[src/rtl/op_issue_ctrl_pkg.sv]
// Shared types for the cpu issue path: operation word, op modes and the
// issue-controller state encoding with its default timing constants.
package op_issue_ctrl_pkg;

    localparam int IDX_W = 4;

    typedef logic [IDX_W-1:0] idx_t;

    typedef enum logic [2:0] {
        NO_OP        = 3'd0,
        OP_CT_CT_ADD = 3'd1,
        OP_CT_CT_MUL = 3'd2,
        OP_CT_PT_ADD = 3'd3,
        OP_CT_PT_MUL = 3'd4
    } op_e;

    typedef struct packed {
        op_e  mode;
        idx_t idx1_a;
        idx_t idx1_b;
        idx_t idx2_a;
        idx_t idx2_b;
        idx_t out_a;
        idx_t out_b;
    } operation;

    typedef enum logic [1:0] {
        IDLE = 2'd0,
        BUSY = 2'd1,
        GAP  = 2'd2,
        ERR  = 2'd3
    } op_issue_state_e;

    localparam int OP_ISSUE_TIMEOUT = 1023;
    localparam int OP_ISSUE_GAP     = 2;

    // NO_OP with every index cleared: the idle value of the cpu op bus.
    function automatic operation nop_op();
        operation o;
        o      = '0;
        o.mode = NO_OP;
        return o;
    endfunction

endpackage

[src/rtl/op_issue_ctrl_fifo.sv]
// Synchronous FIFO of operation words; the head entry is always visible on
// rd_data straight from the storage registers.
module op_fifo
    import op_issue_ctrl_pkg::*;
#(
    parameter int DEPTH = 8
) (
    input  logic                     clk,
    input  logic                     reset,
    input  logic                     push,
    input  operation                 wr_data,
    input  logic                     pop,
    output operation                 rd_data,
    output logic                     full,
    output logic                     empty,
    output logic [$clog2(DEPTH):0]   count
);

    localparam int AW = $clog2(DEPTH);

    operation          mem [DEPTH];
    logic [AW-1:0]     wr_ptr;
    logic [AW-1:0]     rd_ptr;
    logic              do_push;
    logic              do_pop;

    assign full    = (count == (AW+1)'(DEPTH));
    assign empty   = (count == '0);
    assign do_push = push && !full;
    assign do_pop  = pop && !empty;
    assign rd_data = mem[rd_ptr];

    always_ff @(posedge clk) begin
        if (do_push) begin
            mem[wr_ptr] <= wr_data;
        end
    end

    always_ff @(posedge clk) begin
        if (reset) begin
            wr_ptr <= '0;
            rd_ptr <= '0;
            count  <= '0;
        end else begin
            if (do_push) begin
                wr_ptr <= wr_ptr + AW'(1);
            end
            if (do_pop) begin
                rd_ptr <= rd_ptr + AW'(1);
            end
            case ({do_push, do_pop})
                2'b10:   count <= count + (AW+1)'(1);
                2'b01:   count <= count - (AW+1)'(1);
                default: count <= count;
            endcase
        end
    end

endmodule

[src/rtl/op_issue_ctrl.sv]
// Issue controller for the cpu: queues host ops, holds each on cpu_op until
// done, then drives a NO_OP gap so the cpu pipeline flushes between ops.
module op_issue_ctrl
    import op_issue_ctrl_pkg::*;
#(
    parameter int DEPTH      = 8,
    parameter int TIMEOUT    = OP_ISSUE_TIMEOUT,
    parameter int GAP_CYCLES = OP_ISSUE_GAP,
    parameter int CNT_W      = 16
) (
    input  logic                     clk,
    input  logic                     reset,
    // Host side: an op transfers on a clock edge where in_valid && in_ready;
    // in_op must be held stable while in_valid is high and in_ready is low.
    input  logic                     in_valid,
    output logic                     in_ready,
    input  operation                 in_op,
    output operation                 cpu_op,
    input  logic                     cpu_done,
    output logic                     busy,
    output logic [$clog2(DEPTH):0]   fifo_count,
    output logic [CNT_W-1:0]         completed_cnt,
    output logic                     err_timeout,
    output op_issue_state_e          state_dbg
);

    localparam int TW = $clog2(TIMEOUT + 1);
    localparam int GW = $clog2(GAP_CYCLES + 1);

    op_issue_state_e   state;
    op_issue_state_e   state_next;

    operation          head;
    logic              fifo_full;
    logic              fifo_empty;
    logic              fifo_push;
    logic              pop_en;

    operation          cur_op;
    operation          cpu_op_next;
    logic [TW-1:0]     timer;
    logic [GW-1:0]     gap_cnt;
    logic              timer_last;
    logic              load_cur;
    logic              complete;
    logic              timeout_hit;

    assign in_ready   = !fifo_full;
    assign fifo_push  = in_valid && in_ready;
    assign timer_last = (timer == TW'(TIMEOUT - 1));
    assign busy       = (state != IDLE) || (fifo_count != '0);
    assign state_dbg  = state;

    op_fifo #(
        .DEPTH (DEPTH)
    ) u_fifo (
        .clk     (clk),
        .reset   (reset),
        .push    (fifo_push),
        .wr_data (in_op),
        .pop     (pop_en),
        .rd_data (head),
        .full    (fifo_full),
        .empty   (fifo_empty),
        .count   (fifo_count)
    );

    always_ff @(posedge clk) begin
        if (reset) begin
            state <= IDLE;
        end else begin
            state <= state_next;
        end
    end

    always_comb begin
        state_next = state;
        case (state)
            IDLE: begin
                if (!fifo_empty && head.mode != NO_OP) begin
                    state_next = BUSY;
                end
            end
            BUSY: begin
                // A done on the last allowed cycle still counts as completion.
                if (cpu_done) begin
                    state_next = GAP;
                end else if (timer_last) begin
                    state_next = ERR;
                end
            end
            GAP: begin
                if (gap_cnt == '0) begin
                    state_next = IDLE;
                end
            end
            ERR:     state_next = ERR;
            default: state_next = IDLE;
        endcase
    end

    always_comb begin
        pop_en      = 1'b0;
        load_cur    = 1'b0;
        complete    = 1'b0;
        timeout_hit = 1'b0;
        cpu_op_next = nop_op();
        case (state)
            IDLE: begin
                pop_en   = !fifo_empty;
                load_cur = !fifo_empty && head.mode != NO_OP;
                if (load_cur) begin
                    cpu_op_next = head;
                end
            end
            BUSY: begin
                complete    = cpu_done;
                timeout_hit = !cpu_done && timer_last;
                if (!complete && !timeout_hit) begin
                    cpu_op_next = cur_op;
                end
            end
            default: begin
                cpu_op_next = nop_op();
            end
        endcase
    end

    always_ff @(posedge clk) begin
        if (reset) begin
            cur_op        <= nop_op();
            cpu_op        <= nop_op();
            timer         <= '0;
            gap_cnt       <= '0;
            completed_cnt <= '0;
            err_timeout   <= 1'b0;
        end else begin
            cpu_op <= cpu_op_next;

            if (load_cur) begin
                cur_op <= head;
                timer  <= '0;
            end else if (state == BUSY) begin
                timer <= timer + TW'(1);
            end

            // The gap counter counts down to zero; GAP lasts GAP_CYCLES cycles.
            if (complete) begin
                completed_cnt <= completed_cnt + CNT_W'(1);
                gap_cnt       <= GW'(GAP_CYCLES - 1);
            end else if (state == GAP && gap_cnt != '0) begin
                gap_cnt <= gap_cnt - GW'(1);
            end

            if (timeout_hit) begin
                err_timeout <= 1'b1;
            end
        end
    end

endmodule

[config.mk]
export PLATFORM = sky130hd
export DESIGN_NAME = op_issue_ctrl
export DESIGN_NICKNAME = d
export VERILOG_FILES = /design/src/rtl/op_issue_ctrl_pkg.sv /design/src/rtl/op_issue_ctrl_fifo.sv /design/src/rtl/op_issue_ctrl.sv
export SDC_FILE = /design/constraint.sdc
export NUM_CORES = 1
export LEC_CHECK = 0
export CORE_AREA = 2 2 179 181
export DETAILED_ROUTE_END_ITERATION = 8
export DIE_AREA = 0 0 181 183
export GPL_TIMING_DRIVEN = 0
export MAX_ROUTING_LAYER = met4
export PLACE_DENSITY = 0.57
export SETUP_SLACK_MARGIN = 0.1
export SYNTH_ARGS = -nofsm -noshare
export SYNTH_HDL_FRONTEND = slang
export SYNTH_HIERARCHICAL = 1
export SYNTH_SLANG_ARGS = --single-unit
[constraint.sdc]
create_clock -name clk -period 10.6 [get_ports clk]
set_input_delay 2.65 -clock clk [delete_from_list [all_inputs] [get_ports clk]]
set_output_delay 2.65 -clock clk [all_outputs]
set_load 0.1 [all_outputs]
==> results of run 1 <==
path summary, 6_finish.rpt:
| check | slack (ns) | end | cells after the start | start |
|---|---|---|---|---|
| hold reg to reg | 0.46 | cur_op[17] | 2 | cur_op[17] |
| setup reg to reg | 7.27 | cur_op[15] | 9 | register |
| setup / recovery | 5.28 | in_ready | 5 | u_fifo/count[1] |
| hold / removal | 0.46 | cur_op[17] | 2 | cur_op[17] |
flip-flops by register name, indices dropped and copies added, names as in the netlist, named ones only:
name	cells
u_fifo/mem	216
cur_op	27
u_fifo/rd_ptr	3
err_timeout	1
completed_cnt	16
u_fifo/wr_ptr	3
state_dbg	2
timer	10
u_fifo/count	4
gap_cnt	2
cpu_op	27
per-layer routing:
metal | share of wire | routed length, microns | track usage
met5 | 0 | 0 | -
met4 | 0.022 | 556 | 0.0475
met3 | 0.040 | 1040 | 0.0260
met2 | 0.48 | 12400 | 0.265
met1 | 0.45 | 11700 | 0.213
kinds of logic after synthesis:
family,share of synthesized area
muxes,0.145
AOI/OAI and AO/OA,0.0441
and+or+nand+nor,0.0732
xor gates and xnor gates,0.0186
adders and majority gates,0.00918
DFF,0.689
buffers and inverters,0.0210
area by class of cell:
cell class	instances	area share
clock buffers	51	0.0657
flip-flops and latches	314	0.563
repair buffers	93	0.0680
multi-input cells	373	0.241
well taps	402	0.0335
plain buffers	37	0.0152
inverters	8	0.00200
clock inverters	13	0.0118
power by group through the flow:
| stage | clock network (mW) | registers, mW | logic [mW] |
|---|---|---|---|
| 6_report | 1.21 | 1.53 | 1.21 |
| 5_1_grt | 1.29 | 1.55 | 1.29 |
| 4_1_cts | 1.23 | 1.53 | 1.22 |
| 3_5_place_dp | 0 | 1.56 | 1.22 |
| 3_3_place_gp | 0 | 1.56 | 1.18 |
| 2_1_floorplan | 0 | 1.82 | 0.605 |
worst max-delay path: cells and delay by family, from the launching register on:
family	cells	cell delay, ns
simple gates	1	0.56
flops	1	0.33
buf+inv	4	1.25
metrics by stage:
step	instances	total power [mW]	setup WS, ns	cell area (sq um)
after CTS	1291	3.99	5.25	15000
final	1291	3.94	5.28	15000
after global placement	1215	2.74	2.21	13600
after floorplan	732	2.43	4.94	12300
after detailed placement	1227	2.78	5.33	13800
after global routing	1291	4.13	5.18	15000
layout by cell type (no fill, tap or decap), types with 4 or more instances in the layout:
master and instances:
buf_4 4, nand4_1 5, o21ai_0 8, clkdlybuf4s50_1 81
clkbuf_1 16, clkinv_2 4, nor2_4 6, mux2_2 28
xnor2_1 12, buf_12 4, or3_1 5, nand2_1 68
nor2_1 36, xor2_1 14, dfxtp_1 98, buf_6 12
clkbuf_8 5, inv_1 8, nor3_1 5, nor2b_1 8
a21oi_1 37, ha_1 9, buf_2 9, edfxtp_1 216
mux4_1 54, buf_1 9, clkbuf_16 35, nor4_1 4
nand3_1 10, a22o_1 25
==> impl_metrics.yaml, run 1 <==
timing:
  hold_viol: 0
  setup-tns-final_ns: 0
  max_freq_mhz: 188
  rsz0062_at_grt: "no"
  clock-skew-final_ns: 0.0177
  tightest_slew_ns: 0.993
  setup_viol: 0
  whs_ns: 0.455
  relSlewSlack: 0.336
  layout_min_cycle_time_ns: 5.32
  drv_slew: 0
  finalCritPeriodShare: 0.502
clock_network:
  cts.clk_slew.worst_paths_ns: 0.06
  htreeDepth: 2
  cts_inserted_buffers: 35
  cts_buffer_depth: 3
  cts.sinks: 314
  clk_latency_ns: 0.52
  cts_resized: 0
  post_cts_buffers: 0
  tritoncts: "yes"
  cts_hold_buf: 0
  clockRootBuffer: "clkbuf_16"
floorplan:
  num_rows: 65
  fp.dieW_microns: 181
  initial_core_util: 0.393
  die_y_microns: 183
  die_area_sq_um: 33100
  ioPinCount: 83
  core_sq_um: 31200
finish:
  nFillCells: 2666
  fin_util: 0.481
  area.sequential_sq_um: 8450
  areaGrowthSynthToFinish_pct: 22.4
  multi_input_area_sq_um: 3620
  diodes: 0
  nets: 902
  drive_above_1_share: 0.153
drt:
  wl_per_cell_microns: 19.9
  routed_wl_microns: 25600
  vias: 6598
  drcViolationCount: 0
  routed_via_density: 5.11
  ant_nets: 0
  drtIter0Drc: 484
  dr.pass1.iters: 5
synthesis:
  synth_seq_cells: 314
  synth_cell_types: 50
  synth_most_common_cell: "edfxtp_1"
  synth_nets: 772
  synth_flop_cell: "edfxtp_1"
  syn_area_sq_um: 12300
  synth_cells: 732
  synth_area_leaders: "edfxtp_1, dfxtp_1, mux4_1, mux2_2, nand2_1"
  avgSynthCellArea_sq_um: 16.8
  ys_seq_area_frac: 0.689
  synth_top_area_frac: 0.529
  synth-edff-count: 216
  async_flop_share: 0
  synth_common_cells: "edfxtp_1, dfxtp_1, nand2_1, mux4_1, nor2_1"
  ys_warn_count: 6
  synth_top_area_cell: "edfxtp_1"
setup_path:
  crit_type: "reg -> out"
  crit_top_cell: "inv_1"
  start_kind: "register"
  critical_path.max_stage_delay_ns: 0.95
  slowest_stage: "clkdlybuf4s50_1"
  worstPathMaxFanout: 8
  end_kind: "output pin"
  cp_cell_sequence: "buf_2 -> or4b_4 -> inv_1 -> inv_1 -> clkdlybuf4s50_1"
  worstPathRequired_ns: 7.95
  worstPathArrival_ns: 2.67
power:
  power.switching_mw: 1.33
  p_leak_nw: 5.07
  ir_worst_vdd_v: 0.000141
  p_comb_frac: 0.306
  seq_power_share: 0.388
  internal_power_mw: 2.61
  swShare: 0.338
  clkPwrFrac: 0.306
  powerDensity_nw_per_um2: 263
outcome:
  status: "finished, final reports clean"
global_route:
  grt_pass1_wl_microns: 39600
  gr-total-overflow: 0
  grt_antenna_before_repair: 0
  grt_max_degree: 24
  grt_pass1_vias: 6693
  grtUsageTotal: 0.163
placement:
  io_buffers: 81
  gp_congestion: 0.732
  hpwl_microns: 16500
worst_hold_path:
  hold_path.class: "reg -> reg"
run:
  maxCapViolations: 0
Power figures use the tool's default switching activity.
==> run 2, diff against run 1 <==
==> constraint.sdc (replaced) <==
create_clock -name clk -period 5.4 [get_ports clk]
set_input_delay 1.35 -clock clk [delete_from_list [all_inputs] [get_ports clk]]
set_output_delay 1.35 -clock clk [all_outputs]
set_load 0.1 [all_outputs]
==> results of run 2 <==
The final DEF is identical to that of run 1. Status: finished, final reports clean.
Among the figures that moved: setup slack after placement 5.33 ns -> 1.43 ns; setup slack after layout 5.28 ns -> 1.38 ns; register-to-register setup slack 7.27 ns -> 2.07 ns; total power 3.94 mW -> 7.74 mW; worst IR drop on VDD 0.000141 V -> 0.000276 V
==> run 3, diff against run 2 <==
--- a/config.mk
+++ b/config.mk
@@ -10,7 +10,7 @@
 export DIE_AREA = 0 0 181 183
 export GPL_TIMING_DRIVEN = 0
 export MAX_ROUTING_LAYER = met4
-export PLACE_DENSITY = 0.57
+export PLACE_DENSITY = 0.59
 export SETUP_SLACK_MARGIN = 0.1
 export SYNTH_ARGS = -nofsm -noshare
 export SYNTH_HDL_FRONTEND = slang
==> constraint.sdc (replaced) <==
create_clock -name clk -period 3.65 [get_ports clk]
set_input_delay 0.9125 -clock clk [delete_from_list [all_inputs] [get_ports clk]]
set_output_delay 0.9125 -clock clk [all_outputs]
set_load 0.1 [all_outputs]
==> impl_metrics.yaml, run 3 (synthesized netlist as in run 1, its figures left out) <==
outcome:
  status: "finished, final reports clean"
clock_network:
  htreeDepth: 2
  post_cts_buffers: 0
  cts.sinks: 314
  clockRootBuffer: "clkbuf_16"
  cts_inserted_buffers: 35
  clk_latency_ns: 0.50
  cts_buffer_depth: 3
  cts.clk_slew.worst_paths_ns: 0.06
  tritoncts: "yes"
setup_path:
  worstPathArrival_ns: 2.41
  start_kind: "register"
  critical_path.max_stage_delay_ns: 1.13
  worstPathMaxFanout: 10
  cp_cell_sequence: "buf_6 -> nor2_1 -> nand2_1 -> clkdlybuf4s50_1"
  end_kind: "output pin"
  slowest_stage: "clkdlybuf4s50_1"
  crit_type: "reg -> out"
  worstPathRequired_ns: 2.74
placement:
  hpwl_microns: 16700
  io_buffers: 81
  gp_congestion: 0.736
finish:
  final_common_cell: "edfxtp_1"
  drive_above_1_share: 0.147
  areaGrowthSynthToFinish_pct: 21.9
  largest_reg_flops: 216
  nets: 900
  nFillCells: 2694
  reg.largest.list: "u_fifo/mem: 216 flops, cpu_op: 27 flops, cur_op: 27 flops"
  top_register: "u_fifo/mem"
  final_cell_mix: "edfxtp_1, dfxtp_1, clkdlybuf4s50_1"
global_route:
  gr-total-overflow: 0
  grt_pass1_wl_microns: 39100
  grt_antenna_before_repair: 1
  grt_pass1_vias: 6667
  grtUsageTotal: 0.161
  grt_max_degree: 20
floorplan:
  core_sq_um: 31200
  die_y_microns: 183
  die_area_sq_um: 33100
  initial_core_util: 0.393
  ioPinCount: 83
  num_rows: 65
  fp.dieW_microns: 181
drt:
  routed_via_density: 5.12
  drtIter0Drc: 421
  ant_nets: 0
  dr.pass1.iters: 5
  routed_wl_microns: 25500
  wl_per_cell_microns: 19.8
  vias: 6587
  drcViolationCount: 0
timing:
  layout_min_cycle_time_ns: 3.32
  relSlewSlack: 0.327
  finalCritPeriodShare: 0.910
  setup-tns-final_ns: 0
  hold_viol: 0
  max_freq_mhz: 301
  setup_viol: 0
  clock-skew-final_ns: 0.0144
  rsz0062_at_grt: "no"
  drv_slew: 0
  tightest_slew_ns: 1.01
power:
  ir_worst_vdd_v: 0.000362
  p_leak_nw: 5.03
  p_total_mw: 11.3
  powerDensity_nw_per_um2: 754
worst_hold_path:
  hold_path.class: "reg -> reg"
run:
  maxCapViolations: 0
==> run 3: changes by cell type in the layout (fill, tap and decap cells not counted), sizes merged, moves of 2 or more <==
cell    delta
bufinv     -2
clkbuf     +3
clkinv     -2
buf        -2
==> run 3: power breakdown <==
group / total (mW) / internal (mW) / leakage (nW) / switching [mW]
registers: 4.44 / 4.25 / 2.76 / 0.193
clock network: 3.31 / 1.99 / 0.529 / 1.33
logic: 3.51 / 1.22 / 1.74 / 2.29
==> run 3: routing by layer <==
metal	GRT usage	share of wire	wire, microns	up-vias
met5	-	0	0	-
met3	0.0292	0.045	1140	46
met2	0.266	0.49	12400	136
li1	-	-	-	3125
met4	0.0442	0.021	536	0
met1	0.206	0.45	11400	3280
==> run 3: repair_timing <==
item                                    4_1_cts  5_1_grt
resized for setup                             1        0
endpoints found under the setup margin        1        0
hold buffers                                  0        0
==> run 3: per-stage QoR <==
| stage | util | setup slack [ns] | hold WS [ns] | std cells | instance area, sq um |
|---|---|---|---|---|---|
| after floorplan | - | -0.0644 | 0.437 | 732 | 12300 |
| after CTS | 0.479 | 0.295 | 0.455 | 1286 | 15000 |
| after global routing | 0.479 | 0.195 | 0.468 | 1287 | 15000 |
| final | 0.479 | 0.328 | 0.452 | 1287 | 15000 |
| after detailed placement | 0.444 | 0.276 | 0.447 | 1225 | 13900 |
| after global placement | 0.435 | -1.37 | 0.441 | 1215 | 13600 |
==> run 3: worst paths after layout <==
path	startpoint	endpoint	slack [ns]	depth (start not counted)
hold / removal	cur_op[6]	cur_op[6]	0.45	2
setup / recovery	state_dbg[1]	busy	0.33	4
setup reg to reg	register	cur_op[14]	0.40	9
hold reg to reg	cur_op[6]	cur_op[6]	0.45	2
==> run 3: final cells by class <==
cell class                      instances  area [sq um]  share of cell area
Antenna cell                            1          2.50            0.000167
Buffer                                 37           228              0.0152
Clock buffer                           54          1020              0.0680
Clock inverter                          7          68.8             0.00460
Inverter                                8          30.0             0.00201
Multi-Input combinational cell        373          3630               0.243
Sequential cell                       314          8450               0.565
Tap cell                              402           503              0.0336
Timing Repair Buffer                   91          1020              0.0685
==> run 3: critical path, delay by kind of cell (launching register included) <==
| family | cells | cell delay, ns |
|---|---|---|
| and+or+nand+nor | 2 | 0.12 |
| DFF | 1 | 0.47 |
| buffers and inverters | 2 | 1.31 |
